--- src/rtl/mobilenet_layer_sequencer_if.sv ---
// Control bundle between the layer sequencer and the compute engine / network bench.
// The master side is the sequencer; the slave side drives start and layer_done.
interface mobilenet_layer_sequencer_if;
   logic       start;
   logic       layer_done;
   logic       layer_start;
   logic [2:0] layer_type;
   logic       stride2;
   logic       buf_sel;
   logic       done;
   logic       error;
   logic [2:0] fsm_state;
   logic [5:0] current_layer;

   modport master (
      input  start, layer_done,
      output layer_start, layer_type, stride2, buf_sel, done, error, fsm_state, current_layer
   );

   modport slave (
      output start, layer_done,
      input  layer_start, layer_type, stride2, buf_sel, done, error, fsm_state, current_layer
   );
endinterface

--- src/rtl/mobilenet_layer_sequencer.sv ---
// MobileNetV1 layer scheduler: walks layer IDs, pulses the engine per layer,
// ping-pongs the feature bank and guards each layer with a watchdog.
module mobilenet_layer_sequencer #(
   parameter logic [5:0]  START_LAYER_ID = 6'd0,
   parameter logic [5:0]  MAX_LAYER_ID   = 6'd28,
   parameter logic [31:0] TIMEOUT_CYCLES = 32'd0
) (
   input logic                          CLK,
   input logic                          RESETn,
   mobilenet_layer_sequencer_if.master  seq
);

   typedef enum logic [2:0] {
      IDLE = 3'd0,
      RUN  = 3'd1,
      NEXT = 3'd2,
      DONE = 3'd3,
      ERR  = 3'd4
   } state_t;

   localparam logic [2:0] T_CONV1 = 3'd0;
   localparam logic [2:0] T_DW    = 3'd1;
   localparam logic [2:0] T_PW    = 3'd2;
   localparam logic [2:0] T_AVG   = 3'd3;
   localparam logic [2:0] T_FC    = 3'd4;

   // Returns {stride2, layer_type}; IDs past the FC layer fall through to FC.
   function automatic logic [3:0] decode(input logic [5:0] id);
      logic [3:0] r;
      if (id == 6'd0)
         r = {1'b1, T_CONV1};
      else if (id == 6'd27)
         r = {1'b0, T_AVG};
      else if (id >= 6'd28)
         r = {1'b0, T_FC};
      else if (id[0])
         r = {(id == 6'd3 || id == 6'd7 || id == 6'd11 || id == 6'd23), T_DW};
      else
         r = {1'b0, T_PW};
      return r;
   endfunction

   state_t      state, state_nxt;
   logic [5:0]  cur_layer, layer_nxt;
   logic        bsel, bsel_nxt;
   logic [31:0] wd, wd_nxt;
   logic        lstart_nxt;
   logic [3:0]  dec_nxt;

   logic        lstart_r;
   logic [2:0]  ltype_r;
   logic        s2_r;
   logic        done_r;
   logic        err_r;

   always_ff @(posedge CLK) begin
      if (!RESETn) begin
         state     <= IDLE;
         cur_layer <= START_LAYER_ID;
         bsel      <= 1'b0;
         wd        <= 32'd0;
         lstart_r  <= 1'b0;
         {s2_r, ltype_r} <= decode(START_LAYER_ID);
         done_r    <= 1'b0;
         err_r     <= 1'b0;
      end else begin
         state     <= state_nxt;
         cur_layer <= layer_nxt;
         bsel      <= bsel_nxt;
         wd        <= wd_nxt;
         lstart_r  <= lstart_nxt;
         {s2_r, ltype_r} <= dec_nxt;
         done_r    <= (state_nxt == DONE);
         err_r     <= (state_nxt == ERR);
      end
   end

   always_comb begin
      state_nxt  = state;
      layer_nxt  = cur_layer;
      bsel_nxt   = bsel;
      wd_nxt     = wd;
      lstart_nxt = 1'b0;
      case (state)
         IDLE, DONE, ERR: begin
            if (seq.start) begin
               state_nxt  = RUN;
               layer_nxt  = START_LAYER_ID;
               bsel_nxt   = 1'b0;
               wd_nxt     = 32'd0;
               lstart_nxt = 1'b1;
            end
         end
         RUN: begin
            wd_nxt = wd + 32'd1;
            // Completion in the same cycle beats an expiring watchdog.
            if (seq.layer_done)
               state_nxt = NEXT;
            else if (TIMEOUT_CYCLES != 32'd0 && wd == TIMEOUT_CYCLES)
               state_nxt = ERR;
         end
         NEXT: begin
            if (cur_layer >= MAX_LAYER_ID) begin
               state_nxt = DONE;
            end else begin
               state_nxt  = RUN;
               layer_nxt  = cur_layer + 6'd1;
               bsel_nxt   = ~bsel;
               wd_nxt     = 32'd0;
               lstart_nxt = 1'b1;
            end
         end
         default: state_nxt = IDLE;
      endcase
      dec_nxt = decode(layer_nxt);
   end

   assign seq.layer_start   = lstart_r;
   assign seq.layer_type    = ltype_r;
   assign seq.stride2       = s2_r;
   assign seq.buf_sel       = bsel;
   assign seq.done          = done_r;
   assign seq.error         = err_r;
   assign seq.fsm_state     = state;
   assign seq.current_layer = cur_layer;

endmodule

--- src/flat_wrapper.sv ---
// flat-port wrapper written by rule: the top's interface ports become plain ports
module mobilenet_layer_sequencer_flat 
#(
   parameter logic [5:0]  START_LAYER_ID = 6'd0,
   parameter logic [5:0]  MAX_LAYER_ID   = 6'd28,
   parameter logic [31:0] TIMEOUT_CYCLES = 32'd0
)
  (CLK, RESETn, seq_start, seq_layer_done, seq_layer_start, seq_layer_type, seq_stride2, seq_buf_sel, seq_done, seq_error, seq_fsm_state, seq_current_layer);
  mobilenet_layer_sequencer_if seq_i ();
  input logic CLK;
  input logic RESETn;
  input wire logic [$bits(seq_i.start)-1:0] seq_start;
  input wire logic [$bits(seq_i.layer_done)-1:0] seq_layer_done;
  output wire logic [$bits(seq_i.layer_start)-1:0] seq_layer_start;
  output wire logic [$bits(seq_i.layer_type)-1:0] seq_layer_type;
  output wire logic [$bits(seq_i.stride2)-1:0] seq_stride2;
  output wire logic [$bits(seq_i.buf_sel)-1:0] seq_buf_sel;
  output wire logic [$bits(seq_i.done)-1:0] seq_done;
  output wire logic [$bits(seq_i.error)-1:0] seq_error;
  output wire logic [$bits(seq_i.fsm_state)-1:0] seq_fsm_state;
  output wire logic [$bits(seq_i.current_layer)-1:0] seq_current_layer;
  assign seq_i.start = seq_start;
  assign seq_i.layer_done = seq_layer_done;
  assign seq_layer_start = seq_i.layer_start;
  assign seq_layer_type = seq_i.layer_type;
  assign seq_stride2 = seq_i.stride2;
  assign seq_buf_sel = seq_i.buf_sel;
  assign seq_done = seq_i.done;
  assign seq_error = seq_i.error;
  assign seq_fsm_state = seq_i.fsm_state;
  assign seq_current_layer = seq_i.current_layer;
  mobilenet_layer_sequencer #(.START_LAYER_ID(START_LAYER_ID), .MAX_LAYER_ID(MAX_LAYER_ID), .TIMEOUT_CYCLES(TIMEOUT_CYCLES)) u_core (.CLK(CLK), .RESETn(RESETn), .seq(seq_i));
endmodule
--- config.mk ---
export PLATFORM = sky130hd
export DESIGN_NAME = mobilenet_layer_sequencer_flat
export DESIGN_NICKNAME = d
export VERILOG_FILES = /design/src/rtl/mobilenet_layer_sequencer_if.sv /design/src/rtl/mobilenet_layer_sequencer.sv /design/src/flat_wrapper.sv
export SDC_FILE = /design/constraint.sdc
export NUM_CORES = 1
export LEC_CHECK = 0
export CAP_MARGIN = 30
export CORE_UTILIZATION = 43
export DETAILED_ROUTE_END_ITERATION = 8
export PLACE_DENSITY = 0.72
export SLEW_MARGIN = 5
export SYNTH_ARGS = -nofsm -noshare
export SYNTH_HDL_FRONTEND = slang
export SYNTH_SLANG_ARGS = --single-unit
--- constraint.sdc ---
create_clock -name CLK -period 1.7 [get_ports CLK]
set_clock_uncertainty 0.05 [all_clocks]
set_input_delay 0.51 -clock CLK [delete_from_list [all_inputs] [get_ports CLK]]
set_output_delay 0.51 -clock CLK [all_outputs]
set_load 0.005 [all_outputs]
==> summary.md, run 1 <==
| Metric | Value |
|---|---|
| Nets | 156 |
| Netlist Area Pre-Place | around 900 sq um |
| Initial antenna violation count | 0 |
| Clock Sinks | 17 |
| Max cap viols | 0 |
| Worst r2r path cells | 7 |
| Hold Path Depth | 2 |
| Syn Area/Cell | 9.539 sq um |
| Vias | 971 |
| Final hold violation count | 0 |
| Full die area | approximately 2200 sq um |
| Worst vdd ir | 0.4316 mV |
| Initial Util | 45.68% |
| Top post-synthesis cells by area | dfxtp_1 38%, nor2_1 5.1%, a21oi_1 3.9%, and2_1 3.5%, and4b_1 3.4% |
| YS warnings | 0 |
| CTS Buf Count | 3 |
| Lkg Pwr | 0.7860 nW |
| Achievable clock frequency | 548.4 MHz |
| CTS Buffer Depth | 2 |
| Number of synthesized flops with an enable pin | 0 |
| Num ports | 21 |
| Largest net degree at the start of global routing | 11 |
| Clk pin slew, worst setup/hold paths | 0.11 ns |
| Register share of total power | 51.2% |
| IO buf count | 20 |
| Max-Slew Margin vs Limit | 72.78% |
| Post-synth ARST share | 0% |
| Distinct cell type count after synthesis | 40 |
| Clk pwr share | between 20 and 30% |
| Die W | 47.42 um |
| Total track usage | 26.23% |
| Antenna viol nets, final | 0 |
| # DRC | 0 |
| Die span in y | 47.42 um |
| Internal | roughly 0.57 mW |
| Vias per inst | approximately 5.5 |
| Setup TNS | -0.3693 ns |
| FF+latch count, synth | 17 |
| Final Slew Violations | 0 |
| CP Launch Type | flop |
| Share of cells above drive strength 1 | 51.68% |
| Core Area | 1942 sq um |
| P_sw | between 0.2 and 0.25 mW |
| RSZ-0062 raised after global routing | yes |
| Crit Path Max Fanout | 5 |
| Core Util, Final | between 70 and 80% |
| WP data required | 1.87 ns |
| GP Congestion | 0.9039 |
| Failing checks | negative setup slack |
| Layout area overhead | 75.04% |
| Number of global-route vias before repair | 921 |
| Endpoint class of the critical path | flop |
| Final Total Pwr | 0.7936 mW |
| R2r setup slk | -0.12 ns |
| Post-synth top area share | a little under two fifths |
| Register area share after synthesis | 38.36% |
| Syn Nets | 99 |
| Logic pwr share | 20.3% |
| Dpl hpwl | 1809 um |
| Average wire per standard cell | 16.14 um |
| CP Class | flop to flop |
| Tmin final | 1.824 ns |
| Worst-Skew Late Latency | 0.29 ns |
| Switching share of power | 28.39% |
| Final Cycle Share | 107.3% |
| DRT iter0 DRCs | 18 |
| H-tree depth | 1 |
| Status | finished, violations left |
| Post-synth top area cell | dfxtp_1 |
| Root cell of the clock tree | clkbuf_4 |
| Place WS | -0.5225 ns |
| Top post-synthesis cells by count | 17 x dfxtp_1, 12 x nor2_1, 7 x a21oi_1 |
| Fin worst setup slack | -0.1235 ns |
| CTS tree | done |
| Most frequent cell after synthesis | dfxtp_1 |
| First-pass GRT wire length | 4098 um |
| Row cnt | 16 |
| Worst-margin pin slew | just over 0.4 ns |
| Class of the most critical hold timing path | flop to flop |
| DR pass1 iterations | 4 |
| PD cells | 511.1 nW/um^2 |
| Final setup viols | 4 |
| Top FF cell, synth | dfxtp_1 |
| Post-Route WL | 2841 um |
| Ant diodes | 0 |
| CP arrival | 2.00 ns |
| Grt ovf | 0 |
| Post-Synthesis Cells | between 90 and 100 |
==> placed cells by master, fill, tap and decap left out, drive strengths merged, types with 2 or more instances in the layout <==
cell,instances
a211oi,2
and2,7
a31oi,2
inv,5
clkdlybuf4s50,3
dlygate4sd2,9
clkbuf,4
nand2,6
nor2,12
o21ai,5
and4b,3
a21oi,9
buf,32
a31o,2
dlymetal6s2s,7
ha,2
dfxtp,17
==> power by group through the flow <==
stage	logic [mW]	registers, mW	clock network, mW
after detailed placement	0.125	0.428	0
after global routing	0.170	0.408	0.247
after global placement	0.122	0.427	0
after CTS	0.149	0.407	0.229
after floorplan	0.0584	0.428	0
final	0.161	0.407	0.226
==> final cells by class <==
type                            instances  area [sq um]
Clock inverter                          1         5.005
Inverter                                5         18.77
Timing Repair Buffer                   52         452.9
Sequential cell                        17         372.9
Tap cell                               27         33.78
Fill cell                             133         389.1
Multi-Input combinational cell         71         646.9
Clock buffer                            3         22.52
==> cells by family after synthesis <==
| group | count (synthesis) | synth area share [%] |
|---|---|---|
| compound gates | 28 | 25.25 |
| flops | 17 | 38.36 |
| buf+inv | 5 | 2.116 |
| simple gates | 40 | 30.32 |
| mux | 1 | 1.128 |
| fa+ha+maj | 2 | 2.820 |
==> metal layers <==
layer | up-vias | global-route usage, % | part of all wire, %
li1 | 455 | - | -
met1 | 472 | 28.94 | 40
met2 | 42 | 53.42 | 55
met3 | 2 | 3.774 | 4.0
met4 | 0 | 2.857 | 0.84
met5 | - | 0 | 0
==> worst max-delay path, cell delays in order (launching register included) <==
cell and delay [ns]:
dfxtp_4 0.38, ha_1 0.19, and2b_2 0.22, a21oi_1 0.37
buf_4 0.20, nor4b_4 0.04, buf_4 0.13, nor3_2 0.17
==> repair_timing <==
item	in CTS	in global routing
buffers inserted	12	1
resized for setup	36	20
endpoints found under the setup margin	16	11
pin swaps	9	3
hold buffers	0	0
==> path summary, 6_finish.rpt <==
check | start | end
setup / recovery | u_core.seq.current_layer[0] | u_core.seq.layer_type[1]
hold / removal | u_core.seq.buf_sel | u_core.seq.buf_sel
hold reg to reg | u_core.seq.buf_sel | u_core.seq.buf_sel
setup reg to reg | u_core.seq.current_layer[0] | u_core.seq.layer_type[1]
==> flip-flops by register name, summed over array words and instances (netlist names) <==
register                  count
u_core.seq.fsm_state          3
u_core.seq.current_layer      6
u_core.seq.stride2            1
u_core.seq.layer_start        1
u_core.seq.done               1
u_core.seq.layer_type         3
u_core.seq.error              1
u_core.seq.buf_sel            1
==> per-stage QoR <==
| step | cells | hold slack (ns) | instance area (sq um) |
|---|---|---|---|
| after global placement | 159 | 0.4008 | 1275 |
| after global routing | 176 | 0.5052 | 1553 |
| final | 176 | 0.4833 | 1553 |
| after floorplan | 93 | 0.4115 | 898.4 |
| after detailed placement | 159 | 0.4234 | 1275 |
| after CTS | 175 | 0.4866 | 1460 |
No activity file was read; power rests on OpenSTA's default activity.
==> run 2, diff against run 1 <==
REMOVE_ABC_BUFFERS = 1   (was unset)
==> run 2 against run 1 <==
Net effect: the flow still finishes with violations (negative setup slack); register-to-register slack improved by 0.07 ns; critical endpoint unchanged; total power fell by 0.11%; via count fell by 0.10%; wire length fell by 4.3%; worst hold slack got worse by 0.0079 ns; sequential cell count did not move; critical path depth fell by 1.
==> summary.md, run 2 (same netlist as run 1, synthesis figures left out) <==
| Metric | Value |
|---|---|
| Antenna viol nets, final | 0 |
| FF/Latch Area | 372.9 sq um |
| RSZ-0062 raised after global routing | yes |
| WP data required | between 1.5 and 2 ns |
| CP arrival | 1.94 ns |
| Worst-margin pin slew | 0.2916 ns |
| Logic pwr share | 20.1% |
| Setup TNS | -0.1433 ns |
| Commonest non-fill, non-tap cell in the layout | buf_4 |
| Largest net degree at the start of global routing | 11 |
| Layout area overhead | 71.65% |
| Most frequent cells in the layout | 27 x buf_4, 11 x nor2_1, 10 x dlygate4sd2_1 |
| Full die area | 2249 sq um |
| Register share of total power | 51.3% |
| CTS tree | done |
| Num ports | 21 |
| Max-Slew Margin vs Limit | 80.45% |
| DRT iter0 DRCs | 38 |
| PD cells | 520.6 nW/um^2 |
| Tmin final | approximately 1.7 ns |
| Place WS | -0.4773 ns |
| Design Area, Final | 1523 sq um |
| CP max stage cell | or3b_4 |
| Average wire per standard cell | between 15 and 20 um |
| Crit Path Max Fanout | 6 |
| Max reg flops | 6 |
| DR pass1 iterations | 4 |
| Crit-path cells | or3b_4 > a31o_4 > a21oi_4 > nand4b_1 > nand2_2 > nor3_2 |
| Crit Reg-Reg Startpoint | u_core.seq.fsm_state[1] |
| Nets | 155 |
| CTS Buf Count | 3 |
| Failing checks | negative setup slack |
| Vias per inst | roughly 5.5 |
| R2r setup slk | -0.05 ns |
| GP Congestion | a little under 0.9 |
| Ant diodes | 0 |
| Longest individual stage delay on the worst path | about 0.42 ns |
| Number of global-route vias before repair | 893 |
| Clk pwr share | 28.7% |
| Row cnt | 16 |
| Post-DP Area | 1256 sq um |
| # DRC | 0 |
| Class of the most critical hold timing path | flop to flop |
| Max cap viols | 0 |
| Die W | 47.42 um |
| Share of cells above drive strength 1 | around half |
| CTS Buffer Depth | 2 |
| Grt ovf | 0 |
| Final Non-Filler Cells | 175 |
| Final Cycle Share | 102.9% |
| Core Area | 1942 sq um |
| Vias | between 900 and 1000 |
| Dpl hpwl | 1694 um |
| Worst r2r path cells | 6 |
| H-tree depth | 1 |
| Worst-Skew Late Latency | 0.30 ns |
| Final setup viols | 4 |
| Endpoint class of the critical path | flop |
| Final hold violation count | 0 |
| Post-Route WL | 2718 um |
| Worst setup endpoint | u_core.seq.layer_type[1] |
| Worst hold slack | 0.4754 ns |
| Crit. Startpoint | u_core.seq.fsm_state[1] |
| Fin worst setup slack | -0.04986 ns |
| Lkg Pwr | 0.7714 nW |
| Area of the multi-input gates | between 600 and 700 sq um |
| Clk pin slew, worst setup/hold paths | roughly 0.1 ns |
| Clock Sinks | 17 |
| Initial antenna violation count | 0 |
| Initial Util | a little under half |
| Hold Path Depth | 2 |
| Internal | approximately 0.57 mW |
| Status | finished, violations left |
| P_sw | 0.2230 mW |
| Final Slew Violations | 0 |
| Die span in y | about 47 um |
| Root cell of the clock tree | clkbuf_4 |
| Total track usage | between 20% and 30% |
| CP Class | flop to flop |
| Switching share of power | between 20 and 30% |
| First-pass GRT wire length | 3967 um |
| Dpl cells | 158 |
| CP Launch Type | flop |
| Fill cell total of the finished layout | 129 |
| Achievable clock frequency | 571.5 MHz |
| R2r endpoint | u_core.seq.layer_type[1] |
| Worst vdd ir | 0.4757 mV |
| IO buf count | 20 |
==> run 2: stage by stage <==
| step | utilization, % | power, mW |
|---|---|---|
| floorplan | - | 0.4853 |
| global placement | 64.69 | 0.5460 |
| detailed placement | 64.69 | 0.5496 |
| CTS | 73.45 | 0.7789 |
| global route | 78.41 | 0.8323 |
| finish | 78.41 | 0.7928 |
==> run 2: power by group through the flow <==
stage | Sequential, mW | Clock [mW] | Combinational [mW]
6_report | 0.407 | 0.227 | 0.159
5_1_grt | 0.408 | 0.253 | 0.171
2_1_floorplan | 0.428 | 0 | 0.0577
3_3_place_gp | 0.426 | 0 | 0.120
4_1_cts | 0.406 | 0.228 | 0.144
3_5_place_dp | 0.427 | 0 | 0.123
==> run 2: layout make-up <==
class | count | share of cell area, %
Sequential cell | 17 | 24.49
Timing Repair Buffer | 51 | 28.92
Inverter | 5 | 1.233
Multi-Input combinational cell | 71 | 41.33
Tap cell | 27 | 2.219
Clock buffer | 3 | 1.479
Clock inverter | 1 | 0.3287
==> run 2: per-layer routing <==
layer  vias up  routed length [um]  part of all wire, %  GRT usage (%)
met5         -                   0                    0              0
met4         0                  91                  3.3          13.14
li1        450                   -                    -              -
met2        50                1385                   51          47.67
met1       457                1093                   40          28.51
met3        13                 148                  5.4          4.906
==> run 2: worst min path at each step <==
stage                             startpoint  slack (ns)            endpoint
after floorplan           u_core.seq.buf_sel        0.41  u_core.seq.buf_sel
after global placement    u_core.seq.buf_sel        0.40  u_core.seq.buf_sel
after detailed placement  u_core.seq.buf_sel        0.42  u_core.seq.buf_sel
after CTS                 u_core.seq.buf_sel        0.47  u_core.seq.buf_sel
after global routing      u_core.seq.buf_sel        0.49  u_core.seq.buf_sel
final                     u_core.seq.buf_sel        0.48  u_core.seq.buf_sel
==> run 2: repair_timing <==
item                       CTS  global route
setup endpoints to repair   15            12
setup buffers               10             3
hold buffers                 0             0
resized for setup           38            19
hold endpoints to repair     0             0
pin swaps                   11             4
==> run 2: worst max-delay path: cells and delay by family, from the launching register on <==
family           cells  cell delay [ns]
AO/OA/AOI/OAI        2             0.41
flip-flops           1             0.40
AND/OR/NAND/NOR      4             0.82
==> run 3, diff against run 2 <==
CORE_MARGIN = 2   (was unset)
CORE_UTILIZATION = 50   (was 43)
DONT_BUFFER_PORTS = 1   (was unset)
HOLD_SLACK_MARGIN = 0.12   (was unset)
PLACE_DENSITY = 0.67   (was 0.72)
==> run 3 against run 2 <==
Net effect: the run still ends with negative setup slack left; global-route usage decreased by 4.0 points; non-clock buffer count shrank 26; sequential share of layout area rose by 5.6 points; worst hold slack got worse by 0.19 ns; design area fell by 23%; critical endpoint is now u_core.seq.layer_type[0].
==> summary.md, run 3 (same netlist as run 1, synthesis figures left out) <==
| Metric | Value |
|---|---|
| Dpl hpwl | 1716 um |
| Average wire per standard cell | 15.58 um |
| Logic pwr share | about 15% |
| Num ports | 21 |
| Row cnt | 15 |
| GR peak layer | met2 |
| Status | finished, violations left |
| Die W | 46.12 um |
| Total track usage | between 20% and 30% |
| Fill cell total of the finished layout | between 100 and 150 |
| Endpoint class of the critical path | flop |
| Class of the most critical hold timing path | input pin to flop |
| Register share of total power | between 50 and 60% |
| Met1 usage | 26.49% |
| Internal | 0.5525 mW |
| Met3 usage | under 10% |
| Vias | around 800 |
| Core Area | 1689 sq um |
| Post-DP Area | 1089 sq um |
| CP max stage cell | or3b_4 |
| Worst-margin pin slew | 0.3350 ns |
| Ant diodes | 0 |
| P_sw | 0.1810 mW |
| RSZ-0062 raised after global routing | yes |
| Final Slew Violations | 0 |
| Antenna viol nets, final | 0 |
| Nets | 129 |
| GP Congestion | 0.8607 |
| Grt ovf | 0 |
| WP data required | 1.83 ns |
| H-tree depth | 1 |
| Crit-path cells | or3b_4 > a31oi_4 > o21bai_4 > nor4b_4 > nor2_1 > and2_1 |
| Max-Slew Margin vs Limit | 77.52% |
| GR met2 Demand/Resource | 38.61% |
| CP Launch Type | flop |
| Fin worst setup slack | -0.01255 ns |
| Critical hold path startpoint | RESETn |
| Number of global-route vias before repair | 750 |
| Die span in y | 46.12 um |
| Switching share of power | between 20% and 30% |
| DR pass1 iterations | 4 |
| Lkg Pwr | about 0.50 nW |
| Initial antenna violation count | 0 |
| Clock Sinks | 17 |
| CTS tree | done |
| Cell family with most CP delay | simple AND/OR/NAND/NOR gates |
| Max cap viols | 0 |
| Final Total Pwr | approximately 0.73 mW |
| Root cell of the clock tree | clkbuf_4 |
| Tmin final | 1.713 ns |
| Crit Path Max Fanout | 6 |
| Final setup viols | 2 |
| Initial Util | 52.52% |
| DRT iter0 DRCs | 15 |
| CTS Buf Count | 3 |
| Max reg flops | 6 |
| Full die area | 2127 sq um |
| Post-Route WL | approximately 2200 um |
| WP buf/inv | 0 |
| Failing checks | negative setup slack |
| Commonest non-fill, non-tap cell in the layout | buf_4 |
| Dpl cells | around 130 |
| Achievable clock frequency | 583.9 MHz |
| Largest net degree at the start of global routing | 11 |
| # DRC | 0 |
| Worst vdd ir | 0.5063 mV |
| Clk pwr share | around 28% |
| CP arrival | 1.85 ns |
| Final hold violation count | 0 |
| CTS Buffer Depth | 2 |
| Worst-Skew Late Latency | 0.28 ns |
| PD cells | ~630 nW/um^2 |
| Crit. Startpoint | u_core.seq.fsm_state[1] |
| Final Non-Filler Cells | around 140 |
| Final Cycle Share | 100.7% |
| First-pass GRT wire length | 3332 um |
| Crit Reg-Reg Startpoint | u_core.seq.fsm_state[1] |
| Most frequent cells in the layout | 25 x buf_4, 12 x dfxtp_1, 11 x nor2_1 |
| Vias per inst | just under 6 |
| Layout area overhead | 31.88% |
| Core Util, Final | 69.26% |
| Design Area, Final | about 1200 sq um |
| Worst hold slack | 0.2820 ns |
| Share of cells above drive strength 1 | a little under half |
| Longest individual stage delay on the worst path | 0.41 ns |
| IO buf count | 0 |
| Clk pin slew, worst setup/hold paths | 0.10 ns |
| Hold Buf Count CTS | 0 |
| CP Class | flop to flop |
[run 3: cell types whose count changed in the layout (fill, tap and decap cells not counted), moves of 2 or more]
cell / change
buf_4: -2
a21oi_1: +2
clkdlybuf4s50_1: -2
buf_6: -3
dlymetal6s2s_1: -7
dfxtp_1: +5
dfxtp_4: -6
dlygate4sd2_1: -10
[run 3: layout make-up]
type                    instances  area, sq um  area share, %
inverters                       5        18.77          1.604
flip-flops and latches         17        351.6          30.05
repair buffers                 25        187.7          16.04
clock buffers                   4        26.28          2.246
well taps                      17        21.27          1.818
multi-input cells              71        564.3          48.24
[run 3: routing by layer]
| metal | share of wire (%) | vias to the layer above |
|---|---|---|
| met1 | 43 | 397 |
| li1 | - | 399 |
| met5 | 0 | - |
| met4 | 0.55 | 0 |
| met2 | 51 | 24 |
| met3 | 4.8 | 2 |
[run 3: metrics by stage]
stage	setup WS [ns]	TNS, ns
after detailed placement	-0.08177	-0.2206
after floorplan	-0.04199	-0.1183
after CTS	-0.01250	-0.01250
after global placement	-0.05825	-0.1597
final	-0.01255	-0.02084
after global routing	-0.08340	-0.2869
[run 3: timing repair]
item,CTS,global route
endpoints found under the setup margin,4,4
gates resized for setup,7,7
pin swaps,4,3
setup buffers,0,1
[run 3: final timing paths]
check | end | slack [ns] | depth (start not counted)
worst max-delay path | u_core.seq.layer_type[0] | -0.01 | 6
worst min-delay path | u_core.seq.stride2 | 0.28 | 1
worst max register to register | u_core.seq.layer_type[0] | -0.01 | 6
worst min register to register | u_core.seq.buf_sel | 0.46 | 1
[run 3: worst reg2reg max path, stage by stage, from the launching register on]
cell and delay, ns:
dfxtp_4 0.38, or3b_4 0.41, a31oi_4 0.18, o21bai_4 0.09
nor4b_4 0.27, nor2_1 0.08, and2_1 0.15
[run 3: power by group through the flow]
stage	Sequential, mW	Combinational (mW)	Clock [mW]
2_1_floorplan	0.428	0.0577	0
4_1_cts	0.420	0.0985	0.212
3_5_place_dp	0.428	0.0953	0
6_report	0.419	0.107	0.207
3_3_place_gp	0.428	0.0941	0
5_1_grt	0.421	0.117	0.232
